[config.mk]
export PLATFORM = sky130hd
export DESIGN_NAME = wb_read_arbiter_pipe
export DESIGN_NICKNAME = d
export VERILOG_FILES = /design/src/rtl/wb_read_arbiter_pipe.sv
export SDC_FILE = /design/constraint.sdc
export NUM_CORES = 1
export LEC_CHECK = 0
export CAP_MARGIN = 20
export CORE_ASPECT_RATIO = 0.7
export CORE_MARGIN = 2
export CORE_UTILIZATION = 30
export CTS_BUF_LIST = sky130_fd_sc_hd__clkbuf_2
export DETAILED_ROUTE_END_ITERATION = 10
export REMOVE_ABC_BUFFERS = 1
export SKIP_CTS_REPAIR_TIMING = 1
export SLEW_MARGIN = 10
export SYNTH_ARGS = -nofsm -noshare
export SYNTH_HDL_FRONTEND = slang
export SYNTH_SLANG_ARGS = --single-unit
[constraint.sdc]
create_clock -name clk -period 2.3 [get_ports clk]
set_clock_uncertainty 0.05 [all_clocks]
set_input_delay 0.69 -clock clk [delete_from_list [all_inputs] [get_ports clk]]
set_output_delay 0.69 -clock clk [all_outputs]
set_load 0.02 [all_outputs]
[src/rtl/wb_read_arbiter_pipe.sv]
// rtl/wb_read_arbiter_pipe.sv - weight/bias SRAM read arbiter with drain-on-switch tag pipeline
module wb_read_arbiter_pipe #(
  parameter int N_LAYER = 2,
  parameter int ADDR_W  = 16,
  parameter int DATA_W  = 16,
  parameter int SEL_W   = 5,
  parameter int RD_LAT  = 1
) (
  input  logic                        clk,
  input  logic                        rst,
  input  logic [SEL_W-1:0]            weight_sel,
  input  logic [SEL_W-1:0]            bias_sel,
  input  logic [N_LAYER-1:0]          layer_read_weight_signal,
  input  logic [N_LAYER*ADDR_W-1:0]   layer_read_weight_addr,
  input  logic [N_LAYER-1:0]          layer_read_bias_signal,
  input  logic [N_LAYER*ADDR_W-1:0]   layer_read_bias_addr,
  output logic                        read_weight_signal_data,
  output logic [ADDR_W-1:0]           read_weight_addr_data,
  output logic                        read_bias_signal_data,
  output logic [ADDR_W-1:0]           read_bias_addr_data,
  input  logic [DATA_W-1:0]           weight_rdata,
  input  logic [DATA_W-1:0]           bias_rdata,
  output logic [DATA_W-1:0]           layer_weight_data,
  output logic [N_LAYER-1:0]          layer_weight_valid,
  output logic [DATA_W-1:0]           layer_bias_data,
  output logic [N_LAYER-1:0]          layer_bias_valid,
  output logic                        weight_busy,
  output logic                        bias_busy
);

  localparam int IDX_W = (N_LAYER > 1) ? $clog2(N_LAYER) : 1;
  localparam logic [SEL_W-1:0] SEL_MAX = SEL_W'(N_LAYER);

  typedef enum logic [1:0] {
    S_IDLE   = 2'd0,
    S_ACTIVE = 2'd1,
    S_DRAIN  = 2'd2
  } state_t;

  // Channel 0 is weight, channel 1 is bias; both run the same logic.
  logic [SEL_W-1:0]          ch_sel      [2];
  logic [N_LAYER-1:0]        ch_stb      [2];
  logic [N_LAYER*ADDR_W-1:0] ch_addr     [2];
  logic [DATA_W-1:0]         ch_rdata    [2];
  logic                      ch_en       [2];
  logic [ADDR_W-1:0]         ch_sram_addr[2];
  logic [DATA_W-1:0]         ch_data     [2];
  logic [N_LAYER-1:0]        ch_valid    [2];
  logic                      ch_busy     [2];

  assign ch_sel[0]   = weight_sel;
  assign ch_sel[1]   = bias_sel;
  assign ch_stb[0]   = layer_read_weight_signal;
  assign ch_stb[1]   = layer_read_bias_signal;
  assign ch_addr[0]  = layer_read_weight_addr;
  assign ch_addr[1]  = layer_read_bias_addr;
  assign ch_rdata[0] = weight_rdata;
  assign ch_rdata[1] = bias_rdata;

  assign read_weight_signal_data = ch_en[0];
  assign read_weight_addr_data   = ch_sram_addr[0];
  assign layer_weight_data       = ch_data[0];
  assign layer_weight_valid      = ch_valid[0];
  assign weight_busy             = ch_busy[0];
  assign read_bias_signal_data   = ch_en[1];
  assign read_bias_addr_data     = ch_sram_addr[1];
  assign layer_bias_data         = ch_data[1];
  assign layer_bias_valid        = ch_valid[1];
  assign bias_busy               = ch_busy[1];

  for (genvar ch = 0; ch < 2; ch++) begin : g_ch
    state_t             state_q, state_d;
    logic [SEL_W-1:0]   act_q, act_d;
    logic [SEL_W-1:0]   nsel;
    logic [IDX_W-1:0]   owner;
    logic [ADDR_W-1:0]  layer_addr [N_LAYER];
    logic               issue;
    logic               busy_d;
    logic               pipe_empty;
    logic [RD_LAT:0]    tag_v;
    logic [IDX_W-1:0]   tag_i [RD_LAT+1];
    logic               en_q;
    logic [ADDR_W-1:0]  addr_q;
    logic [DATA_W-1:0]  data_q;
    logic [N_LAYER-1:0] valid_q;
    logic               busy_q;

    for (genvar l = 0; l < N_LAYER; l++) begin : g_unpack
      assign layer_addr[l] = ch_addr[ch][l*ADDR_W +: ADDR_W];
    end

    // Out-of-range selects mean "no owner".
    assign nsel       = (ch_sel[ch] != '0 && ch_sel[ch] <= SEL_MAX) ? ch_sel[ch] : '0;
    assign owner      = IDX_W'(act_q - SEL_W'(1));
    assign pipe_empty = ~|tag_v;

    // State register: committed owner and channel state.
    always_ff @(posedge clk or negedge rst) begin
      if (!rst) begin
        state_q <= S_IDLE;
        act_q   <= '0;
      end else begin
        state_q <= state_d;
        act_q   <= act_d;
      end
    end

    // Next state: any select change drains outstanding reads, then commits the new owner.
    always_comb begin
      state_d = state_q;
      act_d   = act_q;
      case (state_q)
        S_IDLE, S_ACTIVE: begin
          if (nsel != act_q) state_d = S_DRAIN;
        end
        S_DRAIN: begin
          if (pipe_empty) begin
            act_d   = nsel;
            state_d = (nsel == '0) ? S_IDLE : S_ACTIVE;
          end
        end
        default: state_d = S_IDLE;
      endcase
    end

    // Outputs: issue only for the committed owner while stable; busy mirrors the coming state.
    always_comb begin
      issue  = (state_q == S_ACTIVE) && (nsel == act_q) && ch_stb[ch][owner];
      busy_d = (state_d != S_ACTIVE);
    end

    // SRAM request register and busy flag (busy reads 0 while reset is held).
    always_ff @(posedge clk or negedge rst) begin
      if (!rst) begin
        en_q   <= 1'b0;
        addr_q <= '0;
        busy_q <= 1'b0;
      end else begin
        en_q   <= issue;
        addr_q <= issue ? layer_addr[owner] : '0;
        busy_q <= busy_d;
      end
    end

    // Tag pipeline: last stage lines up with SRAM read data.
    always_ff @(posedge clk or negedge rst) begin
      if (!rst) begin
        tag_v <= '0;
        for (int k = 0; k <= RD_LAT; k++) tag_i[k] <= '0;
      end else begin
        tag_v    <= {tag_v[RD_LAT-1:0], issue};
        tag_i[0] <= owner;
        for (int k = 1; k <= RD_LAT; k++) tag_i[k] <= tag_i[k-1];
      end
    end

    // Return path: capture data and route it by stored tag; data holds between returns.
    always_ff @(posedge clk or negedge rst) begin
      if (!rst) begin
        data_q  <= '0;
        valid_q <= '0;
      end else if (tag_v[RD_LAT]) begin
        data_q  <= ch_rdata[ch];
        valid_q <= N_LAYER'(1) << tag_i[RD_LAT];
      end else begin
        valid_q <= '0;
      end
    end

    assign ch_en[ch]        = en_q;
    assign ch_sram_addr[ch] = addr_q;
    assign ch_data[ch]      = data_q;
    assign ch_valid[ch]     = valid_q;
    assign ch_busy[ch]      = busy_q;
  end

endmodule

======== Word level (Yosys, flattened, before mapping) ========
Cells that the tools add are included.
Widths: inputs -> output; s select.
storage, ports and cells
  flip-flop bits (word level) ............. 94
  input bits .............................. 112
  output and inout bits ................... 72
cells by class
  add/sub/neg operators ................... 2
  $lt $le $gt $ge ......................... 6
  eq/ne operators ......................... 10
  shift operators ......................... 2
  mux-type cells .......................... 24
  bitwise gates (word level) .............. 4
  reduce and logical (&&, ||, !) cells .... 18
operator list
  operator             count
  $mux 16              8
  $mux 2               6
  $eq 5x5->1           2
  $le 5x2->1 const B   2
  $logic_not 5->1      2
  $mux 5               2
  $ne 5x5->1           2
  $reduce_bool 5->1    2
  $pmux 2 s2           2
  $reduce_or 2->1      4
  $logic_and 1x1->1    6
  $mux 1               6
  $eq 2x1->1 const B   2
  $eq 2x2->1 const B   2
  $ge 2x2->1 const B   2
  $logic_not 2->1      2
  $lt 1x2->1 const B   2
  $ne 2x1->1 const B   2
  $not 1->2            2
  $reduce_and 2->1     2
  $shl 1x1->2 const A  2
  $not 1->1            2
  $sub 1x1->1 const B  2

======== Logic depth before layout (Yosys ltp) ========
  depth after elaboration ................. 8
  mapped depth ............................ 6

======== Least setup slack after synthesis ========
OpenSTA, ideal clock, no wires.
  kind .................................... input-to-reg
  start ................................... input port bias_sel[4]
  end ..................................... register g_ch[1].addr_q[10] (netlist: read_bias_addr_data[10])
  arrival time ............................ 1,844 ps
  slack ................................... 278 ps
  cell stages on the path ................. 5
  cells stage by stage .................... or3_4 or3_1 o211ai_4 buf_6 nor3_2
between the ends
  word-level cells in the longest chain between the ends .. 7
  elaborated cells between the ends (all ways) .. 8
  classes of those cells .................. order compare: 1; eq/ne: 1; mux: 2; reduce/logical: 4
ends and longest elaborated chain
  what                                                    RTL line  source
  start: declaration                                      12        input logic [SEL_W-1:0] bias_sel,
  $le 5x2->1 / $reduce_bool 5->1 (equally long branches)  93        assign nsel = (ch_sel[ch] != '0 && ch_sel[ch] <= SEL_MAX) ? ch_sel[ch] : '0;
  $logic_and 1x1->1                                       93
  $mux 5 (*)                                              93
  $eq 5x5->1 (*)                                          128       issue = (state_q == S_ACTIVE) && (nsel == act_q) && ch_stb[ch][owner];
  $logic_and 1x1->1 (*) (2 in series)                     128
  $mux 16 (*)                                             140       addr_q <= issue ? layer_addr[owner] : '0;
  end signal: assignment                                  140
  end: declaration                                        83        logic [ADDR_W-1:0] addr_q;
Mark *: on every way between the ends. The rest lies on a longest branch, timed or not.
A chain may end at the register's enable or synchronous reset.

==> qor.txt <==
Post-synth cell types: 41
GRT Overall Usage: 13.7%
Antenna viol nets, final: 0
Worst hold slack: 0.330 ns
Largest delay share family, worst path: flip-flops
Iter 0 DRT Violations: 81
Setup slack, reg-to-reg: 0.53 ns
CP peak stage delay: 0.46 ns
Clock Path Buffers: 2
Top cell type's share of synthesized area: 62.0%
Mapped Avg Cell Area: 13.6 sq um
Final Hold Viols: 0
Peak supply drop: 0.441 mV
Die H: 97.1 um
Final Slew Violations: 0
Clk slew on worst S/H paths: 0.23 ns
EDFF count, synth: 0
Hold/Removal Path Class: flop to flop
Fmax: 0.499 GHz
Cell Chain, Critical Path: dlymetal6s2s_1
Initial antenna violation count: 0
First-pass GRT wire length: 14200 um
DRC viols: 0
Worst hold start: g_ch[1].tag_i[1]
Critical path data required time: 1.56 ns
Hold EP: g_ch[1].tag_i[0]
Status: completed
Seq/Total Area, Yosys: 62.0%
Startpoint Class: flop
Routed WL: 8960 um
Pin count of the biggest net entering global routing: 93
Clk Latency, worst-skew pair: 0.54 ns
Slew HR: 67.8%
Crit path max fanout: 4
Max Cap Violations: 0
Synth top area cells: dfrtp_1, mux2_2, mux2i_1
Syn Inst Count: 272
RSZ-0062 raised after global routing: no
Row Count: 33
Worst Max-Slew Pin Slew: 0.482 ns
Number of diodes: 0
Dpl ws: -0.156 ns
Routability cong.: 0.767
Top Ports: 184
Mapped Area: 3710 sq um
Min Clock Period, post-route: 2.00 ns
Clk sink count: 92
Reg-to-Reg Start: g_ch[1].act_q[0]
Starting Density: 31.2%
Worst Path Buf+Inv: 1
Hold Path Depth: 0
Share of layout cells above drive strength 1: 17.3%
Crit. End Element: output pin
Syn. warnings: 0
# port buffers: 183
Pre-antenna DRT Iters: 4
WL/cell: 14.1 um
Synth-to-layout area growth: 65.1%
Final WS setup: 0.296 ns
P_leak: 3.59 nW
Root buf cell: clkbuf_2
Largest area contributor in the netlist: dfrtp_1
Top_reg_cell synth: dfrtp_1
FF-to-FF End: g_ch[1].state_q[1]
Core ar.: 11900 sq um
Final setup vio count: 0
Nets: 586
CTS tree: yes
CTS buffer count: 9
Placed Area: 5850 sq um
Tcrit/Tclk final: 87.1%
Critical path class: flop to output pin
Worst path arrival time: 1.26 ns
Cell with the largest stage delay on the worst path: dfrtp_1
Via count of the routed design: 2776
H-tree levels: 3
DR vias/cell: 4.36
Vias in the first global route: 2891
Die area: 13300 sq um
Yosys reg bits: 92
Reg2reg path depth: 5
Cell Pwr Density: 791 nW/um^2
Hpwl dp: 6610 um
Post-synthesis async set-or-reset flop share: 100%
Congestion Overflow GR: 0
Fin area: 6130 sq um
Die Wd: 137 um
Setup TNS Final: 0 ns
## through the flow
step | utilization (%) | total power [W] | std cells
floorplan | - | 0.00319 | 261
global placement | 49.2 | 0.00428 | 619
detailed placement | 49.2 | 0.00432 | 619
CTS | 49.9 | 0.00500 | 635
global route | 51.5 | 0.00518 | 636
finish | 51.5 | 0.00484 | 636
## layout by cell type, fill, tap and decap left out, drive strengths merged
master	n
and2	5
a21oi	1
and3	1
dlygate4sd3	1
clkinv	3
a31oi	2
o32ai	2
nor3	21
or4	1
nor2b	7
nor2	23
mux2i	32
buf	19
nand3b	1
dfrtp	92
o21a	2
dlymetal6s2s	72
nand2b	1
a311oi	1
nand2	6
o31ai	1
and4	1
inv	9
xnor2	1
or3	2
o311a	1
nand3	1
o21ai	3
clkbuf	9
a31o	1
o211a	1
clkdlybuf4s50	110
mux2	34
or2	3
o211ai	2
clkinvlp	3
nor4b	2
nor4bb	2
## cell usage after synthesis, types with 3 or more instances
master,n
clkbuf_1,3
nor3_2,9
mux2i_1,32
inv_1,8
and2_1,5
nor2_1,23
nor2b_1,7
buf_2,3
nor3_1,12
mux2_2,34
dfrtp_1,92
nand2_1,6
## worst max path at each step
stage	from	to	cells past startpoint
6_report	g_ch[0].tag_v[0]	read_weight_signal_data	1
5_1_grt	g_ch[0].tag_v[0]	read_weight_signal_data	1
4_1_cts	g_ch[0].tag_v[0]	read_weight_signal_data	1
3_5_place_dp	bias_sel[4]	g_ch[1].state_q[1]	6
3_3_place_gp	bias_sel[4]	read_bias_addr_data[3]	6
2_1_floorplan	g_ch[1].act_q[0]	g_ch[1].state_q[1]	4
## layer usage
metal / global-route usage, % / share of wire (%) / routed length [um]
met5: 0 / 0 / 0
met4: 3.01 / 0.87 / 78
met3: 6.16 / 9.3 / 835
met2: 20.8 / 45 / 4020
met1: 18.0 / 45 / 4030
## cell type report
cell class / count / area [sq um]
multi-input cells: 161 / 1320
repair buffers: 202 / 2190
clock inverters: 7 / 42.5
fillers: 1067 / 5760
clock buffers: 9 / 45.0
well taps: 157 / 196
flip-flops and latches: 92 / 2300
inverters: 8 / 30.0
## sequential cells by signal (all words and copies together), names as in the netlist
signal                 count
layer_bias_data           16
read_weight_addr_data     16
layer_weight_valid         2
g_ch.state_q               4
bias_busy                  1
layer_bias_valid           2
read_bias_addr_data       16
layer_weight_data         16
g_ch.act_q                10
g_ch.tag_v                 4
g_ch.tag_i                 4
weight_busy                1
## kinds of logic after synthesis
| group | after synthesis | share of synthesized area [%] |
|---|---|---|
| DFF | 92 | 62.0 |
| buffers and inverters | 19 | 2.43 |
| and+or+nand+nor | 77 | 12.2 |
| xor gates and xnor gates | 1 | 0.236 |
| AOI/OAI and AO/OA | 17 | 4.18 |
| muxes | 66 | 18.9 |
## power breakdown
group / total, W / internal (W) / switching [W] / leakage (nW)
logic: 0.00203 / 0.00108 / 0.000944 / 2.34
registers: 0.00215 / 0.00198 / 0.000167 / 1.21
clock network: 0.000669 / 0.000134 / 0.000535 / 0.0471
total: 0.00484 / 0.00320 / 0.00165 / 3.59
Power figures use the tool's default switching activity.
